==> src/rtl/imem_boot_sequencer.sv <==
// Arbitrates the single L1 instruction-memory port between the boot loader and the core IF stage.
// The loader stream is written to consecutive words, then the core is released and its fetches are forwarded.
module imem_boot_sequencer #(
  parameter int          DEPTH   = 128,
  parameter int          CNT_W   = 8,
  parameter logic [63:0] BOOT_PC = 64'd0
) (
  input  logic             clk,
  input  logic             rstn,
  input  logic             boot_start,
  input  logic             ld_valid,
  input  logic [31:0]      ld_data,
  input  logic             ld_last,
  output logic             ld_ready,
  input  logic [63:0]      pc_if,
  input  logic             pc_stall,
  output logic [63:0]      mem_addr,
  output logic             mem_en,
  output logic             mem_we,
  output logic [31:0]      mem_wdata,
  input  logic             mem_fault,
  output logic             core_hold,
  output logic             core_run,
  output logic             seq_fault,
  output logic [CNT_W-1:0] ld_count
);

  typedef enum logic [2:0] {IDLE, LOAD, SETTLE, RUN, FAULT} state_t;

  state_t           state, state_nx;
  logic             core_hold_nx, core_run_nx, seq_fault_nx;
  logic [CNT_W-1:0] ld_count_nx;
  logic             xfer, full;

  // Gated by rstn so nothing is accepted or written while reset is held.
  assign ld_ready = rstn && (state == LOAD);
  assign xfer     = ld_valid && ld_ready;
  assign full     = (ld_count == CNT_W'(DEPTH));

  always_ff @(posedge clk) begin
    if (!rstn) begin
      state     <= IDLE;
      core_hold <= 1'b1;
      core_run  <= 1'b0;
      seq_fault <= 1'b0;
      ld_count  <= '0;
    end else begin
      state     <= state_nx;
      core_hold <= core_hold_nx;
      core_run  <= core_run_nx;
      seq_fault <= seq_fault_nx;
      ld_count  <= ld_count_nx;
    end
  end

  always_comb begin
    state_nx     = state;
    core_hold_nx = core_hold;
    core_run_nx  = core_run;
    seq_fault_nx = seq_fault;
    ld_count_nx  = ld_count;
    mem_en       = 1'b0;
    mem_we       = 1'b0;
    mem_addr     = '0;
    mem_wdata    = '0;
    case (state)
      IDLE: begin
        if (boot_start) begin
          state_nx    = LOAD;
          ld_count_nx = '0;
        end
      end
      LOAD: begin
        if (xfer) begin
          if (full) begin
            // Image larger than the memory: drop the word, never wrap the count.
            seq_fault_nx = 1'b1;
            state_nx     = FAULT;
          end else begin
            mem_en      = 1'b1;
            mem_we      = 1'b1;
            mem_addr    = BOOT_PC + (64'(ld_count) << 2);
            mem_wdata   = ld_data;
            ld_count_nx = ld_count + CNT_W'(1);
            if (ld_last) state_nx = SETTLE;
          end
        end
      end
      SETTLE: begin
        state_nx     = RUN;
        core_hold_nx = 1'b0;
        core_run_nx  = 1'b1;
      end
      RUN: begin
        mem_addr = pc_if;
        mem_en   = ~pc_stall;
        // A reload request takes priority over a fault arriving the same cycle.
        if (boot_start) begin
          state_nx     = LOAD;
          core_hold_nx = 1'b1;
          core_run_nx  = 1'b0;
          ld_count_nx  = '0;
        end else if (mem_fault) begin
          state_nx     = FAULT;
          seq_fault_nx = 1'b1;
          core_hold_nx = 1'b1;
          core_run_nx  = 1'b0;
        end
      end
      FAULT: begin
        if (boot_start) begin
          state_nx     = LOAD;
          seq_fault_nx = 1'b0;
          ld_count_nx  = '0;
        end
      end
      default: state_nx = IDLE;
    endcase
    if (!rstn) begin
      mem_en    = 1'b0;
      mem_we    = 1'b0;
      mem_addr  = '0;
      mem_wdata = '0;
    end
  end

endmodule

==> config.mk <==
export PLATFORM = sky130hd
export DESIGN_NAME = imem_boot_sequencer
export DESIGN_NICKNAME = d
export VERILOG_FILES = /design/src/rtl/imem_boot_sequencer.sv
export SDC_FILE = /design/constraint.sdc
export NUM_CORES = 1
export LEC_CHECK = 0
export BUFFER_PORTS_ARGS = -buffer_cell sky130_fd_sc_hd__buf_2
export CORE_AREA = 2 2 82 84
export CTS_CLUSTER_DIAMETER = 120
export DETAILED_ROUTE_END_ITERATION = 8
export DIE_AREA = 0 0 84 86
export HOLD_SLACK_MARGIN = 0.06
export PLACE_DENSITY_LB_ADDON = 0.05
export SLEW_MARGIN = 10
export SYNTH_ARGS = -nofsm -noshare
export SYNTH_HDL_FRONTEND = slang
export SYNTH_SLANG_ARGS = --single-unit
==> constraint.sdc <==
create_clock -name clk -period 2.9 [get_ports clk]
set_clock_uncertainty 0.05 [all_clocks]
set_input_delay 0.87 -clock clk [delete_from_list [all_inputs] [get_ports clk]]
set_output_delay 0.87 -clock clk [all_outputs]
set_load 0.01 [all_outputs]
Word-level counts from Yosys, hierarchy flattened:

Index checks and enable logic that the tools add are counted.

* register bits: 14
* bits of input ports: 103
* output and inout port bits: 110
* logic and storage cells: 70

* add/sub/neg operators: 1
* equal/unequal tests: 15
* muxes and demuxes: 36
* bitwise operators: 1
* reductions and logical operators: 12

Operators with widths (count)
* 32-bit 2-to-1 mux: 4
* 64-bit case mux with 2 select lines: 1
* 64-bit 2-to-1 mux: 1
* 8-bit 2-to-1 mux: 3
* 10-bit 2-to-1 mux: 2
* 3-bit 2-to-1 mux: 6
* 8-bit case mux with 2 select lines: 1
* 1-bit 2-to-1 mux: 13
* 2-bit != test (second input constant): 6
* 3-bit case mux with 4 select lines: 1
* 8-bit by 1-bit adder with 8-bit output (second input constant): 1
* 8-bit == test (second input constant): 1
* 4-bit AND reduction: 2
* 3-bit by 2-bit == test with 1-bit output (second input constant): 2
* 3-bit != test (second input constant): 2
* 1-bit case mux with 2 select lines: 3
* 6-bit AND reduction: 1
* 2-bit by 1-bit != test with 1-bit output (second input constant): 2
* 2-bit nonzero test: 2
* 3-bit by 1-bit == test with 1-bit output (second input constant): 1
* 3-bit == test (second input constant): 1
* 3-bit zero test: 1
* 1-bit case mux with 3 select lines: 1
* 3-bit nonzero test: 1
* 5 further kinds: 6

Depth between registers and ports, before layout:

* depth after elaboration: 6
* depth in mapped cells: 8
* depth with buffers taken out: 6

Least setup slack after synthesis:

OpenSTA, ideal clock, no wires.

* kind: input port to output port
* start point: input port rstn
* end point: output port mem_addr[3]
* arrival: 1.962 ns
* slack: 0.018 ns
* stages: 6
* path buffers: 2
* cells stage by stage: buf_2 > nand3b_4 > nor3b_2 > buf_2 > nand3_1 > a21oi_1

* word-level cells in the longest chain between the ends: 5

RTL lines
* start: declaration: line 9 `input logic rstn,`
* 1-bit logical AND: line 36 `assign ld_ready = rstn && (state == LOAD);`
* 1-bit logical AND: line 37 `assign xfer = ld_valid && ld_ready;`
* 10-bit 2-to-1 mux: line 74 `if (xfer) begin`
* 64-bit case mux with 2 select lines: line 66 `case (state)`
* 64-bit 2-to-1 mux *: line 119 `if (!rstn) begin`
* end: declaration: line 17 `output logic [63:0] mem_addr,`

Every way passes the cells marked *; elsewhere a longest branch is shown, timed or not.

Final worst setup path:

* start point: input port rstn
* end point: output port mem_wdata[2]

* word-level cells in the longest chain between the ends: 5

RTL lines
* 1-bit logical AND: line 36
* 1-bit logical AND: line 37
* 32-bit 2-to-1 mux: line 74
* 32-bit 2-to-1 mux: line 66
* 32-bit 2-to-1 mux *: line 119
* end: declaration: line 20 `output logic [31:0] mem_wdata,`

Marked as above.

==> summary.md <==
| Metric | Value |
|---|---|
| Remaining DRCs | 0 |
| Syn_nets | 353 |
| Vias | 2501 |
| RSZ-0062 raised after global routing | yes |
| Crit path kind | primary input to output pin |
| DR vias/cell | 4.61 |
| CTS Hold Buffers Added | 0 |
| Leak | 1.92 nW |
| Worst-Margin Slew | 0.485 ns |
| Crit Path Max Fanout | 16 |
| Final #Nets | 572 |
| Final setup vio count | 0 |
| Critical Path RT | 1.98 ns |
| Placed Instances | 535 |
| Hold Crit Class | flip-flop to flip-flop |
| Clock sinks | 14 |
| Final Slew Violations | 0 |
| Area leader, netlist | and2_1 |
| GRT Util Overall | 17.7% |
| PnR worst setup slack | 0.0799 ns |
| Initial antenna violation count | 0 |
| CTS tree | done |
| Avg Inst Size Synth | 6.86 sq um |
| Initial core utilization | 27.1% |
| Antenna Nets Post-Route | 0 |
| Crit path launch | rstn |
| Detailed-route wire length | 7.22 mm |
| First-pass GRT wire length | 10.7 mm |
| Yosys reg bits | 14 |
| Min-delay src | core_hold |
| Die ar. | 7220 sq um |
| Global route total overflow | 0 |
| Worst-Skew Late Latency | 0.25 ns |
| Clk pin slew, worst setup/hold paths | 0.07 ns |
| Core ar. | 6280 sq um |
| Ranking of synthesized cells by area | and2_1 21%, dfxtp_1 16%, and3_1 13% |
| CP Launch Type | primary input |
| Root buffer cell | clkbuf_8 |
| Final Cycle Share | 97.2% |
| Most frequent cells in the layout | 212 x buf_2, 57 x and2_1, 34 x and3_1 |
| Max_slew headroom | 67.7% |
| Routability Congestion | 0.835 |
| Sequential element share of the synthesized area | 16.5% |
| Final Hold Violating Endpoints | 0 |
| Gate Count Post-Synth | 248 |
| Post-Syn Area | 1700 sq um |
| Power per standard cell area | 203 nW/um^2 |
| First-pass DRT Iterations | 4 |
| Most common cell after layout, fill and taps aside | buf_2 |
| Tmin final | 2.82 ns |
| Die H | 86 um |
| Synth warnings | 0 |
| Half-perimeter wire length after placement | 5.67 mm |
| Area Growth Syn to Fin | 80.9% |
| Dpl ws | 0.0656 ns |
| Row count | 29 |
| Max-cap violations | 0 |
| Cts bufs inserted | 3 |
| CTS Buffer Depth | 2 |
| Worst IR Drop VDD | 131 uV |
| Share of cells above drive strength 1 | 54.3% |
| Fmax | 355 MHz |
| FILL cells | 681 |
| Routed wire length per instance | 13.3 um |
| H-tree depth | 1 |
| R2r startpoint | ld_count[0] |
| Critical Path AT | 1.90 ns |
| Non-filler cells, final | 543 |
| Top Ports | 213 |
| Largest net degree at the start of global routing | 57 |
| Synth top area share | 21.0% |
| Initial DRC count | 91 |
| Crit. End Element | output pin |
| Synth cell types | 52 |
| Vias in the first global route | 2205 |
| Number of I/O port buffers | 212 |
| Run status | completed |
| Die Span X | 84 um |
| # diodes | 0 |
-- worst max-delay path, cell delays in order --
cell and delay (ns):
buf_2 0.11, nand3b_4 0.09, nor3b_4 0.20, buf_6 0.18, clkbuf_16 0.18, and3_1 0.15, buf_2 0.12
-- worst paths after layout --
check / end / slack, ns / depth (start not counted)
max: mem_wdata[2] / 0.08 / 7
min: core_hold / 0.44 / 2
max reg2reg: ld_count[4] / 1.05 / 6
min reg2reg: core_hold / 0.44 / 2
-- flip-flops by register name, indices dropped and copies added (netlist names) --
name and flops:
ld_count 8, state 3, core_hold 1, core_run 1, seq_fault 1
-- metal layers --
metal  routed length, um  vias up  GRT usage, %
met5                   0        -             0
met4                  39        0          1.17
met3                 518        4          4.81
met2                3650      101          31.9
met1                3010     1095          22.0
li1                    -     1301             -
-- what timing repair did --
item / in CTS / in global routing
setup endpoints to repair: 0 / 63
setup buffers: 0 / 2
resized for setup: 0 / 3
-- layout make-up --
| type | instances | area [sq um] | area share (%) |
|---|---|---|---|
| Clock buffer | 4 | 55.1 | 1.79 |
| Inverter | 5 | 18.8 | 0.610 |
| Multi-Input combinational cell | 205 | 1310 | 42.5 |
| Sequential cell | 14 | 280 | 9.11 |
| Tap cell | 77 | 96.3 | 3.13 |
| Timing Repair Buffer | 238 | 1320 | 42.9 |
-- power breakdown --
group / switching (W) / internal (W)
Sequential: 0.00000404 / 0.000198
Clock: 0.0000785 / 0.000121
Combinational: 0.000104 / 0.000120
-- logic make-up after synthesis --
family | share of synthesized area (%)
flops | 16.5
fa+ha+maj | 1.47
simple gates | 55.7
compound gates | 18.8
buf+inv | 7.65
-- Yosys cell counts (all sizes together) --
cell type,count
a21bo,1
clkinv,1
a32o,1
ha,2
or3,3
nor4,1
a2bb2oi,1
a22o,1
nand3b,2
a41oi,1
nor3b,4
o221a,2
o21ai,8
a21o,1
nor2b,2
buf,13
or3b,1
a31oi,1
or2,2
nand4bb,1
nand2,15
and4b,1
nor3,2
o311ai,1
and2,57
o22ai,2
o211a,2
dfxtp,14
clkbuf,11
nand4,2
a21oi,15
a311o,1
o311a,2
nand2b,2
a221oi,2
o2111ai,1
and3,34
a22oi,1
o2bb2ai,1
nand3,13
nor2,15
and2b,1
inv,4
-- through the flow --
step           utilization [%]  instance area, sq um  TNS [ns]  hold WS, ns  total power [W]
2_1_floorplan                -                  1700         0        0.463         0.000312
3_3_place_gp              46.9                  2950         0        0.423         0.000423
3_5_place_dp              46.9                  2950         0        0.426         0.000424
4_1_cts                   47.8                  3000         0        0.442         0.000626
5_1_grt                   49.0                  3080    -0.113        0.484         0.000665
6_report                  49.0                  3080         0        0.442         0.000625
No activity file was read; power rests on OpenSTA's default activity.
